[src/rtl/emblem_layer_mixer_if.sv]
// Pixel-stream bundle between the VGA timing/layer sources and the
// emblem layer mixer. The master drives timing and layer pixels; the
// slave (the mixer) returns the composited, registered VGA signals.
interface emblem_layer_mixer_if;
  logic [9:0] x;
  logic [9:0] y;
  logic       active;
  logic       hsync;
  logic       vsync;
  logic       next_frame;
  logic       enable;
  logic [5:0] bg_rgb;
  logic       emblem_draw;
  logic [5:0] emblem_rgb;
  logic       text_draw;
  logic [5:0] text_rgb;
  logic [5:0] rgb_out;
  logic       hsync_out;
  logic       vsync_out;
  logic [2:0] fade_level;
  logic [1:0] fade_state;

  modport master (
    output x, y, active, hsync, vsync, next_frame, enable,
           bg_rgb, emblem_draw, emblem_rgb, text_draw, text_rgb,
    input  rgb_out, hsync_out, vsync_out, fade_level, fade_state
  );

  modport slave (
    input  x, y, active, hsync, vsync, next_frame, enable,
           bg_rgb, emblem_draw, emblem_rgb, text_draw, text_rgb,
    output rgb_out, hsync_out, vsync_out, fade_level, fade_state
  );
endinterface

[src/rtl/emblem_layer_mixer.sv]
// Final VGA compositor: background, dithered fading emblem, text on top.
// The fade FSM advances only on frame pulses; the pixel path has exactly
// one cycle of latency, with hsync/vsync delayed to match.
module emblem_layer_mixer #(
  parameter int FRAMES_PER_STEP = 4,
  parameter int HOLD_FRAMES     = 120,
  parameter int HIDE_FRAMES     = 60,
  parameter int CNT_W           = 8
) (
  input logic                clk,
  input logic                rst_n,
  emblem_layer_mixer_if.slave bus
);

  typedef enum logic [1:0] {
    ST_HIDDEN   = 2'b00,
    ST_FADE_IN  = 2'b01,
    ST_SHOWN    = 2'b10,
    ST_FADE_OUT = 2'b11
  } state_e;

  localparam logic [CNT_W-1:0] STEP_LAST = CNT_W'(FRAMES_PER_STEP - 1);
  localparam logic [CNT_W-1:0] HOLD_LAST = CNT_W'(HOLD_FRAMES - 1);
  localparam logic [CNT_W-1:0] HIDE_LAST = CNT_W'(HIDE_FRAMES - 1);
  localparam logic [CNT_W-1:0] CNT_ONE   = CNT_W'(1);

  state_e           state_r, state_s;
  logic [2:0]       level_r, level_s;
  logic [CNT_W-1:0] cnt_r, cnt_s;
  logic [1:0]       thresh_s;
  logic             emblem_vis_s;
  logic [5:0]       rgb_s;

  assign bus.fade_level = level_r;
  assign bus.fade_state = state_r;

  // Fade FSM state, level and frame counter registers.
  always_ff @(posedge clk or negedge rst_n) begin
    if (!rst_n) begin
      state_r <= ST_HIDDEN;
      level_r <= 3'd0;
      cnt_r   <= {CNT_W{1'b0}};
    end else begin
      state_r <= state_s;
      level_r <= level_s;
      cnt_r   <= cnt_s;
    end
  end

  // Fade FSM next state: only frame pulses move it; otherwise everything holds.
  always_comb begin
    state_s = state_r;
    level_s = level_r;
    cnt_s   = cnt_r;
    if (bus.next_frame) begin
      case (state_r)
        ST_HIDDEN: begin
          if (!bus.enable) begin
            cnt_s = {CNT_W{1'b0}};
          end else if (cnt_r == HIDE_LAST) begin
            state_s = ST_FADE_IN;
            cnt_s   = {CNT_W{1'b0}};
          end else begin
            cnt_s = cnt_r + CNT_ONE;
          end
        end
        ST_FADE_IN: begin
          if (!bus.enable) begin
            state_s = ST_FADE_OUT;
            cnt_s   = {CNT_W{1'b0}};
          end else if (cnt_r == STEP_LAST) begin
            cnt_s = {CNT_W{1'b0}};
            if (level_r >= 3'd3) begin
              level_s = 3'd4;
              state_s = ST_SHOWN;
            end else begin
              level_s = level_r + 3'd1;
            end
          end else begin
            cnt_s = cnt_r + CNT_ONE;
          end
        end
        ST_SHOWN: begin
          if (!bus.enable || (cnt_r == HOLD_LAST)) begin
            state_s = ST_FADE_OUT;
            cnt_s   = {CNT_W{1'b0}};
          end else begin
            cnt_s = cnt_r + CNT_ONE;
          end
        end
        ST_FADE_OUT: begin
          // A level already at 0 (aborted fade-in) drops straight to hidden.
          if (cnt_r == STEP_LAST) begin
            cnt_s = {CNT_W{1'b0}};
            if (level_r <= 3'd1) begin
              level_s = 3'd0;
              state_s = ST_HIDDEN;
            end else begin
              level_s = level_r - 3'd1;
            end
          end else begin
            cnt_s = cnt_r + CNT_ONE;
          end
        end
        default: begin
          state_s = ST_HIDDEN;
          level_s = 3'd0;
          cnt_s   = {CNT_W{1'b0}};
        end
      endcase
    end else begin
      state_s = state_r;
      level_s = level_r;
      cnt_s   = cnt_r;
    end
  end

  // Layer priority with 2x2 ordered dither against the pre-update level.
  always_comb begin
    thresh_s     = {bus.x[0] ^ bus.y[0], bus.y[0]};
    emblem_vis_s = bus.emblem_draw && ({1'b0, thresh_s} < level_r);
    rgb_s        = 6'd0;
    if (!bus.active) begin
      rgb_s = 6'd0;
    end else if (bus.text_draw) begin
      rgb_s = bus.text_rgb;
    end else if (emblem_vis_s) begin
      rgb_s = bus.emblem_rgb;
    end else begin
      rgb_s = bus.bg_rgb;
    end
  end

  // Output pixel and syncs registered together so they stay aligned.
  always_ff @(posedge clk or negedge rst_n) begin
    if (!rst_n) begin
      bus.rgb_out   <= 6'd0;
      bus.hsync_out <= 1'b1;
      bus.vsync_out <= 1'b1;
    end else begin
      bus.rgb_out   <= rgb_s;
      bus.hsync_out <= bus.hsync;
      bus.vsync_out <= bus.vsync;
    end
  end

endmodule

[src/flat_wrapper.sv]
// flat-port wrapper written by rule: the top's interface ports become plain ports
module emblem_layer_mixer_flat 
#(
  parameter int FRAMES_PER_STEP = 4,
  parameter int HOLD_FRAMES     = 120,
  parameter int HIDE_FRAMES     = 60,
  parameter int CNT_W           = 8
)
  (clk, rst_n, bus_x, bus_y, bus_active, bus_hsync, bus_vsync, bus_next_frame, bus_enable, bus_bg_rgb, bus_emblem_draw, bus_emblem_rgb, bus_text_draw, bus_text_rgb, bus_rgb_out, bus_hsync_out, bus_vsync_out, bus_fade_level, bus_fade_state);
  emblem_layer_mixer_if bus_i ();
  input logic clk;
  input logic rst_n;
  input wire logic [$bits(bus_i.x)-1:0] bus_x;
  input wire logic [$bits(bus_i.y)-1:0] bus_y;
  input wire logic [$bits(bus_i.active)-1:0] bus_active;
  input wire logic [$bits(bus_i.hsync)-1:0] bus_hsync;
  input wire logic [$bits(bus_i.vsync)-1:0] bus_vsync;
  input wire logic [$bits(bus_i.next_frame)-1:0] bus_next_frame;
  input wire logic [$bits(bus_i.enable)-1:0] bus_enable;
  input wire logic [$bits(bus_i.bg_rgb)-1:0] bus_bg_rgb;
  input wire logic [$bits(bus_i.emblem_draw)-1:0] bus_emblem_draw;
  input wire logic [$bits(bus_i.emblem_rgb)-1:0] bus_emblem_rgb;
  input wire logic [$bits(bus_i.text_draw)-1:0] bus_text_draw;
  input wire logic [$bits(bus_i.text_rgb)-1:0] bus_text_rgb;
  output wire logic [$bits(bus_i.rgb_out)-1:0] bus_rgb_out;
  output wire logic [$bits(bus_i.hsync_out)-1:0] bus_hsync_out;
  output wire logic [$bits(bus_i.vsync_out)-1:0] bus_vsync_out;
  output wire logic [$bits(bus_i.fade_level)-1:0] bus_fade_level;
  output wire logic [$bits(bus_i.fade_state)-1:0] bus_fade_state;
  assign bus_i.x = bus_x;
  assign bus_i.y = bus_y;
  assign bus_i.active = bus_active;
  assign bus_i.hsync = bus_hsync;
  assign bus_i.vsync = bus_vsync;
  assign bus_i.next_frame = bus_next_frame;
  assign bus_i.enable = bus_enable;
  assign bus_i.bg_rgb = bus_bg_rgb;
  assign bus_i.emblem_draw = bus_emblem_draw;
  assign bus_i.emblem_rgb = bus_emblem_rgb;
  assign bus_i.text_draw = bus_text_draw;
  assign bus_i.text_rgb = bus_text_rgb;
  assign bus_rgb_out = bus_i.rgb_out;
  assign bus_hsync_out = bus_i.hsync_out;
  assign bus_vsync_out = bus_i.vsync_out;
  assign bus_fade_level = bus_i.fade_level;
  assign bus_fade_state = bus_i.fade_state;
  emblem_layer_mixer #(.FRAMES_PER_STEP(FRAMES_PER_STEP), .HOLD_FRAMES(HOLD_FRAMES), .HIDE_FRAMES(HIDE_FRAMES), .CNT_W(CNT_W)) u_core (.clk(clk), .rst_n(rst_n), .bus(bus_i));
endmodule
[config.mk]
export PLATFORM = sky130hd
export DESIGN_NAME = emblem_layer_mixer_flat
export DESIGN_NICKNAME = d
export VERILOG_FILES = /design/src/rtl/emblem_layer_mixer_if.sv /design/src/rtl/emblem_layer_mixer.sv /design/src/flat_wrapper.sv
export SDC_FILE = /design/constraint.sdc
export NUM_CORES = 1
export LEC_CHECK = 0
export BUFFER_PORTS_ARGS = -buffer_cell sky130_fd_sc_hd__buf_2
export CAP_MARGIN = 30
export CORE_MARGIN = 2
export CORE_UTILIZATION = 42
export DETAILED_ROUTE_END_ITERATION = 6
export PLACE_DENSITY = 0.75
export SYNTH_ARGS = -nofsm -noshare
export SYNTH_HDL_FRONTEND = slang
export SYNTH_SLANG_ARGS = --single-unit
[constraint.sdc]
create_clock -name clk -period 1.8 [get_ports clk]
set_input_delay 0.09 -clock clk [delete_from_list [all_inputs] [get_ports clk]]
set_output_delay 0.09 -clock clk [all_outputs]
set_load 0.02 [all_outputs]
* Yosys cells after proc, flatten, opt, wreduce, memory -nomap -nowiden
Index checks and enable logic that the tools add are counted.
** Word-level totals
- Bits in registers :: 21
- Bits of input ports :: 47
- Logic and storage cells :: 59
** Cells by class
- Add/subtract/negate cells :: 3
- Magnitude comparators :: 3
- Equality and inequality tests :: 15
- Mux-type cells :: 24
- Bitwise logic cells :: 1
- Reductions and logical operators :: 7
** Operators by type and width (number)
- 8-bit two-way mux :: 5
- 8-bit one-hot mux with 4 select lines :: 1
- 6-bit two-way mux :: 3
- 2-bit two-way mux :: 8
- 3-bit two-way mux :: 5
- 2-bit by 1-bit != test with 1-bit output, second input constant :: 5
- 8-bit by 1-bit adder with 8-bit output, second input constant :: 1
- 8-bit by 2-bit == test with 1-bit output, second input constant :: 1
- 8-bit by 6-bit == test with 1-bit output, second input constant :: 1
- 8-bit by 7-bit == test with 1-bit output, second input constant :: 1
- 2-bit one-hot mux with 4 select lines :: 1
- 8-bit AND reduction :: 1
- 3-bit by 2-bit != test with 1-bit output, second input constant :: 2
- 3-bit one-hot mux with 2 select lines :: 1
- 5-bit AND reduction :: 1
- 2-bit == test, second input constant :: 2
- 2-bit != test, second input constant :: 2
- 3-bit by 1-bit adder with 3-bit output, second input constant :: 1
- 3-bit by 2-bit >= comparator with 1-bit output, second input constant :: 1
- 3-bit by 1-bit <= comparator with 1-bit output, second input constant :: 1
- 2-bit by 3-bit < comparator with 1-bit output :: 1
- 3-bit by 1-bit subtractor with 3-bit output, second input constant :: 1
- 2-bit by 1-bit == test with 1-bit output, second input constant :: 1
- 2-bit zero test :: 1
- other kinds (5) :: 5

* Logic depth before layout (Yosys ltp)
Gate-level depths: netlist of the first run.
- Depth in word-level cells :: 6
- Depth in mapped cells :: 7
- Mapped depth without buffers :: 7

* Least setup slack after synthesis of the first run
OpenSTA, ideal clock, no wires.
- Path kind :: register -> register
- From :: register u_core.level_r[0], in the netlist u_core.bus.fade_level[0]
- To :: register u_core.state_r[1], in the netlist u_core.bus.fade_state[1]
- Setup time :: 0.128 ns
- Arrival :: 1.814 ns
- Required time :: 1.672 ns
- Path slack :: -0.141 ns
- Cell stages (with the launch flop) :: 8
- Path buffers :: 0
- Path through :: dfrtp_1 > ha_1 > ha_1 > a211oi_1 > nand2b_1 > a31oi_1 > nand3_1 > mux2_1
** On the way
- Longest elaborated chain between the ends :: 3
- Elaborated cells on any way between the ends :: 5
** RTL lines
- start, declared :: RTL line emblem_layer_mixer.sv:28 : logic [2:0] level_r, level_s;
- start signal, assigned :: RTL line emblem_layer_mixer.sv:45 : level_r <= level_s;
- 3-bit by 2-bit >= comparator with 1-bit output or 3-bit by 1-bit <= comparator with 1-bit output (tied branches) :: RTL line emblem_layer_mixer.sv:73, emblem_layer_mixer.sv:95
- 3-bit by 2-bit != test with 1-bit output (no source line) or 2-bit by 1-bit != test with 1-bit output (tied branches)
- 8-bit AND reduction (no source line) *
- end signal, assigned :: RTL line emblem_layer_mixer.sv:44 : state_r <= state_s;
- end, declared :: RTL line emblem_layer_mixer.sv:27 : state_e state_r, state_s;
Mark *: on every way between the ends. The rest lies on a longest branch, timed or not.
A chain may end at the register's enable or synchronous reset.

* Worst setup path in the final report of the first run
- From :: register u_core.cnt_r[1]
- To :: register u_core.cnt_r[2]
** On the way
- Longest elaborated chain between the ends :: 4
- Elaborated cells on any way between the ends :: 11
** RTL lines
- start, declared :: RTL line emblem_layer_mixer.sv:29 : logic [CNT_W-1:0] cnt_r, cnt_s;
- start signal, assigned :: RTL line emblem_layer_mixer.sv:42 : cnt_r <= {CNT_W{1'b0}};
- start signal, assigned :: RTL line emblem_layer_mixer.sv:46 : cnt_r <= cnt_s;
- 8-bit by 1-bit adder with 8-bit output (tied with other cells)
- 8-bit two-way mux (tied with other cells) :: RTL line emblem_layer_mixer.sv:71, emblem_layer_mixer.sv:93
- 8-bit two-way mux (on tied branches) :: RTL line emblem_layer_mixer.sv:68, emblem_layer_mixer.sv:84, emblem_layer_mixer.sv:58
- 8-bit one-hot mux with 4 select lines * :: RTL line emblem_layer_mixer.sv:56 : case (state_r)
Marks and branches as above.

==> flow_summary.json, run 1 <==
{
  "io_pins": 60,
  "synth-async-reset-ratio_pct": 100,
  "die_area_um2": 3720,
  "cp-startpoint": "u_core.cnt_r[1]$_DFFE_PN0P_",
  "path_max_fanout": 5,
  "yosysTopAreaCell": "dfrtp_1",
  "port_buffers": 41,
  "viasPerCell": 5.26,
  "syn_area_per_cell_um2": 9.95,
  "wl_per_cell_um": 13.8,
  "clkTransAtPathRegs_ns": 0.13,
  "drtIter0Drc": 21,
  "area_growth_pct": 43.9,
  "antenna_found_initial": 0,
  "synth-seq-area-share_pct": 38.7,
  "start_kind": "flop",
  "synth_top_area_share_pct": 34.9,
  "die_w_um": 61.0,
  "status": "complete, but fails checks",
  "yosys.cell_types.count": 40,
  "final_nets": 260,
  "synth_area_leaders": "dfrtp_1, ha_1, a21oi_1",
  "overflow": 0,
  "synth_top_cells_by_count": "dfrtp_1, a21oi_1, inv_1",
  "crit_type": "flop to flop",
  "syn_nets": 194,
  "layout-drive-gt1-share_pct": 48.5,
  "r2r_start": "u_core.cnt_r[1]$_DFFE_PN0P_",
  "grt_start_max_net_pins": 22,
  "grt_pass1_wl_um": 5790,
  "drc": 0,
  "p_leak_nw": 0.921,
  "drv_cap": 0,
  "clockBufferDepth": 2,
  "h-tree-depth": 1,
  "cp.required_ns": 2.00,
  "final-hold-violation-count": 0,
  "synth_flop_cell": "dfrtp_1",
  "finClkSkew_ns": 0.0101,
  "grt_pass1_vias": 1344,
  "synth.area.mux_share_pct": 6.79,
  "setup_viol": 1,
  "layout.cells.non_filler": 246,
  "hold_class": "primary input to flop",
  "drv_slew": 0,
  "synth_seq_cells": 21,
  "drtPass1Iterations": 4,
  "critPathCaptureType": "flop",
  "worst_pin_slew_ns": 0.474,
  "cts_root_buf": "clkbuf_4",
  "fmaxAchievable_mhz": 555,
  "clk_latency_ns": 0.31,
  "post-dp-hpwl_um": 2360,
  "relSlewSlack_pct": 68.4,
  "min_period_ns": 1.80,
  "synth_adder_area_share_pct": 9.17,
  "cts_buffers": 3,
  "clkSinkCount": 21,
  "synth_compound_area_share_pct": 23.0,
  "grt_usage_pct": 20.9,
  "timing.final.ws_setup_ns": -0.000277,
  "routed_wl_um": 3380,
  "hp-start": "bus_active",
  "cts_tree": "yes",
  "rows": 20,
  "synth_area_um2": 1360,
  "synth_simple_gate_area_share_pct": 17.4,
  "yosysMostFrequentCell": "dfrtp_1",
  "powerDensity_nw_per_um2": 1270,
  "gp_congestion": 0.840,
  "synth_edf_count": 0,
  "period_share_pct": 100,
  "place_inst": 230,
  "initial_core_util_pct": 44.3,
  "vias": 1293,
  "syn_inst": 137,
  "num_antenna_cells": 0,
  "rsz0062_at_grt": "yes",
  "violations": "negative setup slack",
  "detail-route-antenna-nets": 0,
  "vdd_drop_max_mv": 0.658,
  "synth_top_family_by_area": "compound AO/OA/AOI/OAI gates",
  "tns_ns": -0.000277,
  "synth_xor_area_share_pct": 0.642,
  "critPathArrivalTime_ns": 2.00,
  "pre_cts_ws_ns": -0.0922,
  "core_um2": 3080,
  "die_h_um": 61.0,
  "fillers": 238,
  "ys_warn_count": 0,
  "fin_util_pct": 63.7
}
## routing by layer
metal  share of wire, %  track usage, %  vias up
li1                   -               -      630
met1                 38            24.5      616
met2                 55            38.1       41
met3                5.4            2.99        6
met4                1.8            8.07        0
met5                  0               0        -
## flip-flops by register name, summed over array words and instances, names as in the netlist
name                   count
u_core.bus.fade_level      3
u_core.bus.vsync_out       1
u_core.bus.fade_state      2
u_core.bus.hsync_out       1
u_core.bus.rgb_out         6
u_core.cnt_r               8
## timing repair
action                                  4_1_cts  5_1_grt
resized for setup                             8       18
hold endpoints to repair                     21        0
setup buffers                                 7        2
endpoints found under the setup margin       10       18
pin swaps                                     4        9
hold buffers                                  3        0
gates cloned                                  0        0
## cells by family (layout without fill, tap and decap cells)
logic type,Yosys count,count (layout)
DFF,21,21
AOI/OAI and AO/OA,45,45
muxes,9,9
xor gates and xnor gates,1,1
buffers and inverters,15,80
adders and majority gates,10,10
and+or+nand+nor,36,36
## final timing paths
check / slack [ns] / end / cells after the start
max reg2reg: -0.0003 / u_core.cnt_r[2]$_DFFE_PN0P_ / 6
min in group asynchronous: 0.25 / u_core.bus.fade_state[0]$_DFFE_PN0P_ / 2
max in group asynchronous: 1.19 / u_core.bus.hsync_out$_DFF_PN1_ / 2
min: 0.04 / u_core.bus.rgb_out[5]$_DFF_PN0_ / 3
max: -0.0003 / u_core.cnt_r[2]$_DFFE_PN0P_ / 6
min reg2reg: 0.57 / u_core.cnt_r[1]$_DFFE_PN0P_ / 2
## where the power goes
part | internal, mW | switching, mW
combinational | 0.772 | 0.771
clock | 0.0830 | 0.151
sequential | 0.582 | 0.133
## cell type report
| class | count | area [um^2] | share of cell area, % |
|---|---|---|---|
| inverters | 12 | 45.0 | 2.30 |
| multi-input cells | 101 | 912 | 46.5 |
| clock inverters | 1 | 5.00 | 0.255 |
| well taps | 44 | 55.1 | 2.81 |
| clock buffers | 3 | 22.5 | 1.15 |
| flip-flops and latches | 21 | 533 | 27.2 |
| repair buffers | 64 | 389 | 19.8 |
## critical path, stage by stage, from the launching register on
cell       delay, ns
dfrtp_1         0.39
ha_2            0.21
nor4b_2         0.36
a21oi_2         0.13
a211oi_4        0.30
o21ai_0         0.15
o2bb2ai_1       0.16
## stage by stage
step	power (mW)	instance area, um^2	hold slack [ns]
after floorplan	1.45	1370	-0.206
after global placement	1.77	1700	0.0763
after detailed placement	1.82	1700	0.0832
after CTS	2.33	1860	0.0252
after global routing	2.67	1960	0.0456
final	2.49	1960	0.0363
## cell usage in the layout, fill, tap and decap left out, types with 3 or more instances in the layout
master / Yosys / routed
buf_4: 0 / 19
o21ai_0: 10 / 10
nand2_1: 5 / 5
nor3b_1: 3 / 3
ha_2: 0 / 4
dfrtp_1: 19 / 15
nor2_1: 4 / 4
clkbuf_4: 0 / 3
ha_1: 10 / 5
dfrtp_2: 0 / 4
nand2b_1: 5 / 4
a21oi_1: 14 / 11
mux2i_1: 7 / 7
inv_1: 12 / 11
nand3_1: 9 / 8
o22ai_1: 5 / 5
a211oi_4: 1 / 3
buf_2: 1 / 41
dlygate4sd3_1: 0 / 3
Power figures use the tool's default switching activity.
==> run 2, diff against run 1 <==
- CAP_MARGIN: 30 -> default
- PLACE_DENSITY: 0.75 -> 0.76
==> run 2 against run 1 <==
  * The flow still finishes with violations (negative setup slack)
  * Cell count up 0.41%
  * Routed wire length about the same
  * Via count up 2.0%
  * Combinational power down 3%
  * Sequential share of layout area up 0.20 points
  * Clock-buffer cell count unchanged
  * Worst setup slack worse by 0.086 ns
  * Sequential power down 1%
  * Flip-flop and latch count unchanged
  * First-iteration DRC count down 43%
==> flow_summary.json, run 2 (synthesized netlist as in run 1, its figures left out) <==
{
  "status": "complete, but fails checks",
  "violations": "negative setup slack",
  "critical-path-max-stage-delay_ns": 0.46,
  "drtIter0Drc": 12,
  "cts_root_buf": "clkbuf_4",
  "setup_viol": 3,
  "largest_reg_flops": 8,
  "grt_use_met3_pct": 3.62,
  "final-hold-violation-count": 0,
  "grt-busiest-layer": "met2",
  "fin_util_pct": 63.4,
  "clk_latency_ns": 0.30,
  "die_area_um2": 3720,
  "core_um2": 3080,
  "routed_wl_um": 3380,
  "timing.final.ws_setup_ns": -0.0864,
  "drv_cap": 0,
  "period_share_pct": 105,
  "grt_usage_pct": 18.4,
  "critPathCaptureType": "flop",
  "detail-route-antenna-nets": 0,
  "relSlewSlack_pct": 67.6,
  "vdd_drop_max_mv": 0.588,
  "area_growth_pct": 43.1,
  "hold_class": "primary input to flop",
  "final_nets": 261,
  "initial_core_util_pct": 44.3,
  "gp_congestion": 0.802,
  "io_pins": 60,
  "crit_type": "flop to flop",
  "grt_pass1_vias": 1231,
  "viasPerCell": 5.34,
  "cts_buffers": 3,
  "drv_slew": 0,
  "path_max_fanout": 5,
  "cts_tree": "yes",
  "rsz0062_at_grt": "yes",
  "final_cell_mix": "buf_2, buf_4, dfrtp_1, inv_1, a21oi_1",
  "cp.required_ns": 2.00,
  "finClkSkew_ns": 0.00462,
  "drtPass1Iterations": 4,
  "clkSinkCount": 21,
  "use_met2_pct": 34.9,
  "clockBufferDepth": 2,
  "r2r_slack_ns": -0.09,
  "critPathTopFamily": "compound AO/OA/AOI/OAI gates",
  "r2r_start": "u_core.bus.fade_state[0]$_DFFE_PN0P_",
  "die_w_um": 61.0,
  "layout-drive-gt1-share_pct": 46.8,
  "r2r-end": "u_core.bus.fade_state[1]$_DFFE_PN0P_",
  "worst_pin_slew_ns": 0.486,
  "cp_slowest_cell": "dfrtp_1",
  "wl_per_cell_um": 13.7,
  "critPathArrivalTime_ns": 2.09,
  "vias": 1319,
  "layout_commonest_cell": "buf_2",
  "h-tree-depth": 1,
  "port_buffers": 41,
  "antenna_found_initial": 0,
  "gr-usage-met1_pct": 20.9,
  "hold_end": "u_core.bus.rgb_out[3]$_DFF_PN0_",
  "post-dp-hpwl_um": 2340,
  "die_h_um": 61.0,
  "grt_start_max_net_pins": 22,
  "grt_pass1_wl_um": 5130,
  "pre_cts_ws_ns": -0.0886,
  "largest-register": "u_core.cnt_r",
  "whs_path_depth": 3,
  "powerDensity_nw_per_um2": 1250,
  "p_leak_nw": 0.907,
  "clkTransAtPathRegs_ns": 0.13,
  "layout.cells.non_filler": 247,
  "start_kind": "flop",
  "place_inst": 228,
  "fmaxAchievable_mhz": 530,
  "rows": 20,
  "hp-start": "bus_active",
  "num_antenna_cells": 0,
  "min_period_ns": 1.89,
  "drc": 0,
  "rr_worst_depth": 6,
  "path_buf_inv": 0,
  "crit_chain": "ha_2 -> a21oi_4 -> o21ai_0 -> a31oi_1 -> nand3_1 -> mux2_4",
  "overflow": 0
}
run 2: cell count changes in the layout (fill, tap and decap cells not counted), sizes merged:
| cell | before | now |
|---|---|---|
| buf | 61 | 62 |
run 2: worst max path at each step:
stage | startpoint | endpoint | slack (ns) | depth (start not counted)
floorplan | u_core.bus.fade_state[0]$_DFFE_PN0P_ | u_core.bus.fade_state[1]$_DFFE_PN0P_ | -0.04 | 7
global placement | u_core.cnt_r[0]$_DFFE_PN0P_ | u_core.cnt_r[7]$_DFFE_PN0P_ | -0.003 | 6
detailed placement | u_core.bus.fade_level[0]$_DFFE_PN0P_ | u_core.bus.fade_state[1]$_DFFE_PN0P_ | -0.09 | 7
CTS | u_core.bus.fade_state[1]$_DFFE_PN0P_ | u_core.bus.fade_level[2]$_DFFE_PN0P_ | -0.03 | 6
global route | u_core.bus.fade_state[0]$_DFFE_PN0P_ | u_core.bus.fade_state[1]$_DFFE_PN0P_ | -0.19 | 6
finish | u_core.bus.fade_state[0]$_DFFE_PN0P_ | u_core.bus.fade_state[1]$_DFFE_PN0P_ | -0.09 | 6
run 2: layout make-up:
type                    instances  area (um^2)
clock inverters                 1         5.00
inverters                      12         45.0
well taps                      44         55.1
multi-input cells             101          897
flip-flops and latches         21          534
fillers                       240         1130
repair buffers                 65          393
clock buffers                   3         22.5
run 2: metrics by stage:
| stage | area [um^2] | setup TNS, ns | power (mW) | hold slack, ns |
|---|---|---|---|---|
| floorplan | 1370 | -0.0353 | 1.45 | -0.206 |
| global placement | 1690 | -0.00258 | 1.73 | 0.0735 |
| detailed placement | 1690 | -0.129 | 1.78 | 0.0762 |
| CTS | 1800 | -0.0878 | 2.11 | 0.0352 |
| global route | 1950 | -0.566 | 2.61 | 0.0505 |
| finish | 1950 | -0.167 | 2.43 | 0.0415 |
run 2: metal layers:
layer	share of wire, %	vias up
li1	-	636
met3	5.0	4
met4	0.92	0
met2	53	39
met1	41	640
met5	0	-
run 2: power breakdown:
part           switching [mW]  internal [mW]  total (mW)  leakage, nW
logic                   0.758          0.738        1.50        0.626
registers               0.121          0.584       0.705        0.263
clock network           0.151         0.0828       0.233       0.0177
run 2: what timing repair did:
action,4_1_cts,5_1_grt
resized for setup,5,16
endpoints found under the setup margin,10,14
buffers inserted,4,9
hold endpoints to repair,21,0
pin swaps,2,8
hold buffers,3,0
run 2: worst register-to-register path, delay by kind of cell, from the launching register on:
family                   cells  cell delay, ns
flip-flops                   1            0.46
adder cells (fa/ha/maj)      1            0.25
AO/OA/AOI/OAI                3            0.58
AND/OR/NAND/NOR              1            0.17
multiplexers                 1            0.32
